$ cat config.mk
export PLATFORM = sky130hd
export DESIGN_NAME = eth_tx_arbiter
export DESIGN_NICKNAME = d
export VERILOG_FILES = /design/src/rtl/eth_tx_arbiter.sv
export SDC_FILE = /design/constraint.sdc
export NUM_CORES = 1
export LEC_CHECK = 0
export ABC_AREA = 1
export BUFFER_PORTS_ARGS = -buffer_cell sky130_fd_sc_hd__buf_2
export CAP_MARGIN = 20
export CELL_PAD_IN_SITES_DETAIL_PLACEMENT = 1
export CELL_PAD_IN_SITES_GLOBAL_PLACEMENT = 1
export CORE_MARGIN = 4
export CORE_UTILIZATION = 41
export DETAILED_ROUTE_END_ITERATION = 10
export GPL_TIMING_DRIVEN = 0
export PLACE_DENSITY = 0.85
export REMOVE_ABC_BUFFERS = 1
export SLEW_MARGIN = 30
export SYNTH_ARGS = -nofsm -noshare
export SYNTH_HDL_FRONTEND = slang
export SYNTH_SLANG_ARGS = --single-unit
$ cat constraint.sdc
create_clock -name clock -period 5.9 [get_ports clock]
set_clock_uncertainty 0.1 [all_clocks]
set_input_delay 1.18 -clock clock [delete_from_list [all_inputs] [get_ports clock]]
set_output_delay 1.18 -clock clock [all_outputs]
set_load 0.01 [all_outputs]
$ cat src/rtl/eth_tx_arbiter.sv
// eth_tx_arbiter: round-robin MII TX arbiter for several frame-former sources.
// Grants one source, pulses its ena, forwards its nibbles with one cycle of
// latency, then holds the inter-frame gap. Watchdogs cover a source that never
// starts (timeout_err) and a frame longer than MAX_NIBBLES (overrun_err).
// Optional feature macro: ETH_TX_ARB_PRIORITY_EN gives channel 0 strict priority
// over the round-robin among channels 1..CHANNELS-1.
module eth_tx_arbiter #(
  parameter int CHANNELS      = 4,
  parameter int DATA_W        = 4,
  parameter int IFG_CYCLES    = 24,
  parameter int START_TIMEOUT = 16,
  parameter int MAX_NIBBLES   = 3044
) (
  input  logic                         clock,
  input  logic                         aclr_n,
  input  logic [CHANNELS-1:0]          req,
  output logic [CHANNELS-1:0]          ena,
  input  logic [CHANNELS-1:0]          src_tx_en,
  input  logic [CHANNELS*DATA_W-1:0]   src_tx_d,
  output logic                         tx_en,
  output logic [DATA_W-1:0]            tx_d,
  output logic [3:0]                   active_ch,
  output logic                         busy,
  output logic                         timeout_err,
  output logic                         overrun_err
);

  typedef enum logic [1:0] {IDLE, START, SEND, GAP} state_t;

  localparam logic [3:0]  LAST_RESET = 4'(CHANNELS - 1);
  localparam logic [7:0]  TIMER_LAST = 8'(START_TIMEOUT - 1);
  localparam logic [7:0]  GAP_LAST   = 8'(IFG_CYCLES - 1);
  localparam logic [11:0] FRAME_MAX  = 12'(MAX_NIBBLES);

  state_t                state_q, state_d;
  logic [3:0]            last_grant_q, last_grant_d;
  logic [3:0]            active_ch_q, active_ch_d;
  logic [11:0]           frame_cnt_q, frame_cnt_d;
  logic [7:0]            timer_q, timer_d;
  logic [7:0]            gap_cnt_q, gap_cnt_d;
  logic [CHANNELS-1:0]   ena_q, ena_d;
  logic                  tx_en_q, tx_en_d;
  logic [DATA_W-1:0]     tx_d_q, tx_d_d;
  logic                  busy_q, busy_d;
  logic                  timeout_q, timeout_d;
  logic                  overrun_q, overrun_d;

  logic [15:0]           req_pad;
  logic [15:0]           src_en_pad;
  logic [DATA_W-1:0]     src_d_arr [16];
  logic                  cur_en;
  logic [DATA_W-1:0]     cur_d;

  logic                  sel_found;
  logic                  sel_upd;
  logic [3:0]            sel_ch;
  logic [4:0]            cand;

  // Widen per-channel inputs to 16 entries so a 4-bit channel index is always in range
  always_comb begin
    req_pad    = 16'(req);
    src_en_pad = 16'(src_tx_en);
    for (int k = 0; k < 16; k++) begin
      src_d_arr[k] = '0;
    end
    for (int k = 0; k < CHANNELS; k++) begin
      src_d_arr[k] = src_tx_d[k*DATA_W +: DATA_W];
    end
  end

  assign cur_en = src_en_pad[active_ch_q];
  assign cur_d  = src_d_arr[active_ch_q];

  // Pick the next channel to grant: first requester after last_grant, wrapping
  always_comb begin
    sel_found = 1'b0;
    sel_upd   = 1'b0;
    sel_ch    = '0;
    cand      = '0;
`ifdef ETH_TX_ARB_PRIORITY_EN
    if (req_pad[0]) begin
      sel_found = 1'b1;
      sel_ch    = 4'd0;
    end else begin
      for (int i = 1; i < CHANNELS; i++) begin
        cand = {1'b0, last_grant_q} + 5'(i);
        if (cand >= 5'(CHANNELS)) begin
          cand = cand - 5'(CHANNELS - 1);
        end
        if (!sel_found && req_pad[cand[3:0]]) begin
          sel_found = 1'b1;
          sel_upd   = 1'b1;
          sel_ch    = cand[3:0];
        end
      end
    end
`else
    for (int i = 1; i <= CHANNELS; i++) begin
      cand = {1'b0, last_grant_q} + 5'(i);
      if (cand >= 5'(CHANNELS)) begin
        cand = cand - 5'(CHANNELS);
      end
      if (!sel_found && req_pad[cand[3:0]]) begin
        sel_found = 1'b1;
        sel_upd   = 1'b1;
        sel_ch    = cand[3:0];
      end
    end
`endif
  end

  // Next-state and registered-output logic for the grant/send/gap sequence
  always_comb begin
    state_d      = state_q;
    last_grant_d = last_grant_q;
    active_ch_d  = active_ch_q;
    frame_cnt_d  = frame_cnt_q;
    timer_d      = timer_q;
    gap_cnt_d    = gap_cnt_q;
    ena_d        = '0;
    tx_en_d      = 1'b0;
    tx_d_d       = '0;
    timeout_d    = 1'b0;
    overrun_d    = 1'b0;

    unique case (state_q)
      IDLE: begin
        if (sel_found) begin
          ena_d       = CHANNELS'(16'd1 << sel_ch);
          active_ch_d = sel_ch;
          timer_d     = '0;
          state_d     = START;
          if (sel_upd) begin
            last_grant_d = sel_ch;
          end
        end
      end
      START: begin
        if (cur_en) begin
          tx_en_d     = 1'b1;
          tx_d_d      = cur_d;
          frame_cnt_d = 12'd1;
          state_d     = SEND;
        end else if (timer_q >= TIMER_LAST) begin
          timeout_d = 1'b1;
          state_d   = IDLE;
        end else begin
          timer_d = timer_q + 8'd1;
        end
      end
      SEND: begin
        if (!cur_en) begin
          gap_cnt_d = '0;
          state_d   = GAP;
        end else if (frame_cnt_q >= FRAME_MAX) begin
          overrun_d = 1'b1;
          gap_cnt_d = '0;
          state_d   = GAP;
        end else begin
          tx_en_d     = 1'b1;
          tx_d_d      = cur_d;
          frame_cnt_d = frame_cnt_q + 12'd1;
        end
      end
      GAP: begin
        if (cur_en) begin
          gap_cnt_d = '0;
        end else if (gap_cnt_q >= GAP_LAST) begin
          state_d = IDLE;
        end else begin
          gap_cnt_d = gap_cnt_q + 8'd1;
        end
      end
      default: begin
        state_d = IDLE;
      end
    endcase

    busy_d = (state_d != IDLE);
  end

  // State and output registers; reset cuts any frame in flight
  always_ff @(posedge clock or negedge aclr_n) begin
    if (!aclr_n) begin
      state_q      <= IDLE;
      last_grant_q <= LAST_RESET;
      active_ch_q  <= '0;
      frame_cnt_q  <= '0;
      timer_q      <= '0;
      gap_cnt_q    <= '0;
      ena_q        <= '0;
      tx_en_q      <= 1'b0;
      tx_d_q       <= '0;
      busy_q       <= 1'b0;
      timeout_q    <= 1'b0;
      overrun_q    <= 1'b0;
    end else begin
      state_q      <= state_d;
      last_grant_q <= last_grant_d;
      active_ch_q  <= active_ch_d;
      frame_cnt_q  <= frame_cnt_d;
      timer_q      <= timer_d;
      gap_cnt_q    <= gap_cnt_d;
      ena_q        <= ena_d;
      tx_en_q      <= tx_en_d;
      tx_d_q       <= tx_d_d;
      busy_q       <= busy_d;
      timeout_q    <= timeout_d;
      overrun_q    <= overrun_d;
    end
  end

  assign ena         = ena_q;
  assign tx_en       = tx_en_q;
  assign tx_d        = tx_d_q;
  assign active_ch   = active_ch_q;
  assign busy        = busy_q;
  assign timeout_err = timeout_q;
  assign overrun_err = overrun_q;

endmodule

# --- Yosys cells after proc, flatten, opt, wreduce, memory -nomap -nowiden ---
# Index checks and enable logic that the tools add are counted.
word_totals:
  mem_bits_ro: 0
  memories: 0
  out_inout_bits: 16
  latchBits: 0
  inputBits: 26
  reg_bits: 50
  ramBits: 0
classes:
  div_mod_pow: 0
  bitwise: 1
  magnitude_cmp: 13
  muxes: 62
  addsub: 11
  eq_ne: 11
  mul: 0
  shift: 1
  n_reduce_logical: 15
op_table:
  columns: ["cell", "count"]
  rows:
  - ["4-bit two-way mux", 15]
  - ["8-bit two-way mux", 7]
  - ["12-bit two-way mux", 3]
  - ["8-bit one-hot mux with 2 select lines", 2]
  - ["4-bit by 5-bit < comparator with 1-bit output (second input constant)", 5]
  - ["12-bit one-hot mux with 2 select lines", 1]
  - ["1-bit binary-select mux with 4-bit select", 5]
  - ["5-bit by 3-bit greater-or-equal comparator with 1-bit output (second input constant)", 4]
  - ["1-bit two-way mux", 18]
  - ["8-bit by 1-bit adder with 8-bit output (second input constant)", 2]
  - ["4-bit binary-select mux with 4-bit select", 1]
  - ["4-bit by 3-bit subtractor with 4-bit output (second input constant)", 4]
  - ["2-bit two-way mux", 7]
  - ["12-bit by 1-bit adder with 12-bit output (second input constant)", 1]
  - ["12-bit greater-or-equal comparator (second input constant)", 1]
  - ["2-bit inequality test (second input constant)", 6]
  - ["4-bit by 2-bit adder with 5-bit output (second input constant)", 2]
  - ["8-bit by 4-bit greater-or-equal comparator with 1-bit output (second input constant)", 1]
  - ["8-bit by 5-bit greater-or-equal comparator with 1-bit output (second input constant)", 1]
  - ["2-bit one-hot mux with 4 select lines", 1]
  - ["4-bit one-hot mux with 2 select lines", 1]
  - ["4-bit AND reduction", 2]
  - ["2-bit nonzero test", 4]
  - ["3-bit inequality test (second input constant)", 2]
  - ["13 further kinds", 18]

# --- Longest topological paths before layout ---
logic_depth:
  word_depth: 18
  mapped_depth: 20
  mapped_depth_nobuf: 20

# --- Worst setup path after synthesis ---
# No wires, ideal clock.
synth_timing:
  path_type: "register -> register"
  startpoint: "register last_grant_q[1]"
  endpoint: "register busy_q (netlist: busy)"
  stages_incl_launch_ff: 13
  path_buffers: 0
  required_ns: 5.679
  path_slack_ns: 3.544
  arrival_time_ns: 2.135
  period_less_slack_ns: 2.356
  cell_sequence: "dfstp_2 inv_1 ha_1 ha_1 or2_2 nand2_1 nand2_1 nand2_2 inv_2 nand3_2 nand2_4 a21oi_2 nand2_1"
synth_via:
  elab_chain_len: 18
  word_cells_on_any_way: 37
synth_rtl:
  columns: ["item", "line", "rtl"]
  rows:
  - ["start: declaration", "36", "logic [3:0] last_grant_q, last_grant_d;"]
  - ["start signal: assignment", "199", "last_grant_q <= last_grant_d;"]
  - ["4-bit by 1-bit adder with 5-bit output", "99", "cand = {1'b0, last_grant_q} + 5'(i);"]
  - ["4-bit by 3-bit subtractor with 4-bit output or 5-bit by 3-bit greater-or-equal comparator with 1-bit output (tied branches)", "101, 100", null]
  - ["4-bit two-way mux", "100", "if (cand >= 5'(CHANNELS)) begin"]
  - ["1-bit binary-select mux with 4-bit select", "103", "if (!sel_found && req_pad[cand[3:0]]) begin"]
  - ["1-bit two-way mux (implied by the code)", "103", null]
  - ["1-bit two-way mux", "103", null]
  - ["1-bit logical NOT", "103", null]
  - ["1-bit logical AND", "103", null]
  - ["(+3 left out)", null, null]
  - ["1-bit two-way mux", "103", null]
  - ["1-bit logical NOT", "103", null]
  - ["1-bit logical AND", "103", null]
  - ["1-bit two-way mux (*)", "103", null]
  - ["2-bit two-way mux (*)", "128", "if (sel_found) begin"]
  - ["2-bit one-hot mux with 4 select lines (*)", "126", "unique case (state_q)"]
  - ["2-bit nonzero test (*)", "179", "busy_d = (state_d != IDLE);"]
  - ["named net busy_d", "44", "logic busy_q, busy_d;"]
  - ["end signal: assignment", "207", "busy_q <= busy_d;"]
  - ["end: declaration", "44", null]
# Mark *: on every way through the listed nets, which the timed path passes. The rest lies on a longest branch. The select of a mux whose other input is x is not followed.
# A chain may end at the register's enable or synchronous reset.

# --- Worst setup path in the final report ---
# Same ends and word-level chain as after synthesis.

==> flow_metrics.tcl <==
set metrics [dict create \
    synth.area.mux_share_pct 0.3536 \
    gp_congestion 0.7943 \
    yosysTopAreaCell "dfrtp_1" \
    slew_headroom_pct 59.18 \
    nets 511 \
    grt_pass1_vias 2914 \
    cp_cell_sequence "inv_1 -> ha_1 -> ha_1 -> or2_2 -> nand2_1 -> nand2_1 -> nand2_2 -> inv_2 -> nand3_2 -> nand2_4 -> a21oi_2 -> nand2_1" \
    status "finished clean" \
    routed_wl_mm 7.597 \
    critPathKind "register to register" \
    required_ns 5.98 \
    antenna_found_initial 0 \
    cp_slowest_cell "dfstp_2" \
    drv_slew 0 \
    numCtsBuffers 5 \
    synth_area_sq_um 3184 \
    path_delay_family "simple AND/OR/NAND/NOR gates" \
    netlist_instances 420 \
    switchingPower_uw 128.5 \
    antenna_left 0 \
    drc 0 \
    root_buffer "clkbuf_8" \
    cts_tree "done" \
    dpl-instance-area_sq_um 3470 \
    sequentialPowerShare_pct 59.8 \
    clk_pin_slew_ns 0.09 \
    p_clk_share_pct 36.4 \
    yosys_warnings 0 \
    area_growth_syn_to_layout_pct 11.87 \
    worstSkewPairLatency_ns 0.30 \
    synth_top_family_by_area "simple AND/OR/NAND/NOR gates" \
    p_per_area_nw_per_um2 154.2 \
    drive_above_1_share_pct 20.91 \
    ir_worst_vdd_v 0.00009144 \
    crit_buf_inv 2 \
    swShare_pct 23.40 \
    synth-seq-cells 48 \
    synth_compound_area_share_pct 9.587 \
    htree_levels 2 \
    vias_per_cell 4.954 \
    drv_cap 0 \
    track_usage_pct 17.57 \
    drtPass1Iterations 4 \
    cts_setup_buffers 0 \
    crit_path_end_kind "register" \
    p_comb_share_pct 3.7 \
    rsz0062_at_grt "false" \
    hold_class "register to register" \
    crit_fanout 10 \
    io_buffers 41 \
    yosys.area_share.simple_pct 32.69 \
    setup_tns_ns 0 \
    cpMostUsedCell "nand2_1" \
    crit_arrival_ns 2.84 \
    grt_max_degree 49 \
    avgRoutedWirePerCell_um 13.49 \
    ios 42 \
    synthAdderAreaFrac_pct 8.644 \
    p_leak_uw 0.001966 \
    postCtsHoldBufs 0 \
    worst_pin_slew_ns 0.6123 \
    yosysTopAreaCellShare_pct 36.15 \
    synth_xor_area_share_pct 1.100 \
    die_w_um 96.13 \
    setup_violations 0 \
    hold_viol 0 \
    fin_area_sq_um 3562 \
    yosys-top-cells-area "dfrtp_1 (36%), nand2_1 (12%), ha_1 (8.6%)" \
    core_sq_um 7408 \
    syn_avg_cell_area_sq_um 7.582 \
    placementRows 31 \
    grt_first_pass_wirelength_mm 13.03 \
    max_freq_ghz 0.3626 \
    post-dp-hpwl_mm 5.974 \
    die_y_um 96.13 \
    dieArea_sq_um 9241 \
    synth_seq_area_share_pct 37.80 \
    period_needed_ns 2.758 \
    finalNonFillerCells 563 \
    critPathMaxStageDelay_ns 0.66 \
    via_count 2789 \
    placed_cells 555 \
    period_share_pct 46.74 \
    cts_sinks 48 \
    grt_overflow 0 \
    start_util_pct 42.98 \
    drt_iter0_drc 70 \
    startpoint_type "register" \
    internal_power_uw 420.8 \
    diodes 0 \
    clock_path_buffers 2 \
    cts_resized 0 \
    synth_cell_types 38 \
]
[sequential cells by signal, indices dropped and copies added (netlist names)]
| name | count |
|---|---|
| frame_cnt_q | 12 |
| gap_cnt_q | 8 |
| timer_q | 8 |
| ena | 4 |
| last_grant_q | 4 |
| tx_d | 4 |
| active_ch | 2 |
| state_q | 2 |
| busy | 1 |
| overrun_err | 1 |
| timeout_err | 1 |
| tx_en | 1 |
[Yosys cell counts]
master and number:
a21boi_0 1, buf_4 1, mux2_2 1, nand3_4 2
xnor2_1 1, nand2_2 8, inv_2 6, nand2_1 99
o21ai_2 4, nor2_4 1, o21ai_0 19, nor2_2 2
nor4_1 1, a21oi_1 12, o31ai_1 1, nand4_2 1
nor3_1 6, nand3_1 20, dfstp_2 2, nor2_1 55
or2_2 5, a21oi_2 1, ha_1 22, nand2_4 4
nand4_1 11, o21ai_4 1, o21a_1 1, nand3_2 6
a21boi_1 1, buf_6 3, o21ai_1 7, inv_4 3
dfrtp_1 46, o22ai_1 1, inv_1 60, a21boi_4 1
xor2_1 3, buf_2 1
[worst register-to-register path, delay by kind of cell (launching register included)]
kind / cells / cell delay (ns)
buf+inv: 2 / 0.24
simple gates: 7 / 0.84
compound gates: 1 / 0.18
fa+ha+maj: 2 / 0.62
flops: 1 / 0.66
[power by group through the flow]
stage	registers (uW)	logic (uW)	clock network, uW
floorplan	335	4.96	0
finish	329	20.4	200
global route	329	23.8	219
global placement	335	20.2	0
detailed placement	335	21.2	0
CTS	329	21.3	207
[logic make-up (layout without fill, tap and decap cells)]
logic type	count (synthesis)	after routing
AO/OA/AOI/OAI	50	50
XOR/XNOR	4	4
buffers and inverters	74	118
AND/OR/NAND/NOR	221	221
adder cells (fa/ha/maj)	22	22
multiplexers	1	1
flip-flops	48	48
[final timing paths]
kind	start	depth (start not counted)	slack, ns	endpoint
max	last_grant_q[1]	12	3.14	busy
min	gap_cnt_q[7]	2	0.40	gap_cnt_q[7]
max reg2reg	last_grant_q[1]	12	3.14	busy
min reg2reg	gap_cnt_q[7]	2	0.40	gap_cnt_q[7]
max in group asynchronous	aclr_n	1	4.50	active_ch[0]
min in group asynchronous	aclr_n	1	0.77	tx_d[0]
[placed cells by master, fill, tap and decap left out, types with 2 or more instances in the layout]
cell        count
a21oi_1        12
buf_2          40
clkbuf_8        5
clkinvlp_4      2
dfrtp_1        46
dfstp_2         2
ha_1           22
inv_1          60
inv_2           6
inv_4           3
nand2_1        99
nand2_2         8
nand2_4         4
nand3_1        20
nand3_2         6
nand3_4         2
nand4_1        11
nor2_1         55
nor2_2          2
nor3_1          6
o21ai_0        19
o21ai_1         7
o21ai_2         4
or2_2           5
xor2_1          3
[through the flow]
| step | power [uW] | hold WS (ns) | util, % | worst slack (ns) |
|---|---|---|---|---|
| 3_3_place_gp | 355.4 | 0.3725 | 46.80 | 3.205 |
| 4_1_cts | 556.6 | 0.4051 | 48.08 | 3.106 |
| 2_1_floorplan | 340.3 | 0.3597 | - | 3.502 |
| 6_report | 549.4 | 0.3982 | 48.08 | 3.142 |
| 5_1_grt | 571.6 | 0.4293 | 48.08 | 2.933 |
| 3_5_place_dp | 356.4 | 0.3861 | 46.83 | 3.126 |
[metal layers]
metal | track usage (%) | up-vias | routed length (um)
li1 | - | 1404 | -
met5 | 0 | - | 0
met1 | 20.84 | 1344 | 3305
met4 | 4.028 | 0 | 61
met2 | 33.53 | 34 | 4068
met3 | 1.876 | 7 | 161
[area by class of cell]
class                           instances  area, sq um
Clock buffer                            5        68.82
Tap cell                               99        123.9
Multi-Input combinational cell        298         1668
Clock inverter                          3        23.77
Timing Repair Buffer                   41        207.7
Fill cell                             972         3846
Sequential cell                        48         1204
Inverter                               69        266.5
Note: power is estimated with default switching activity, not from simulation.
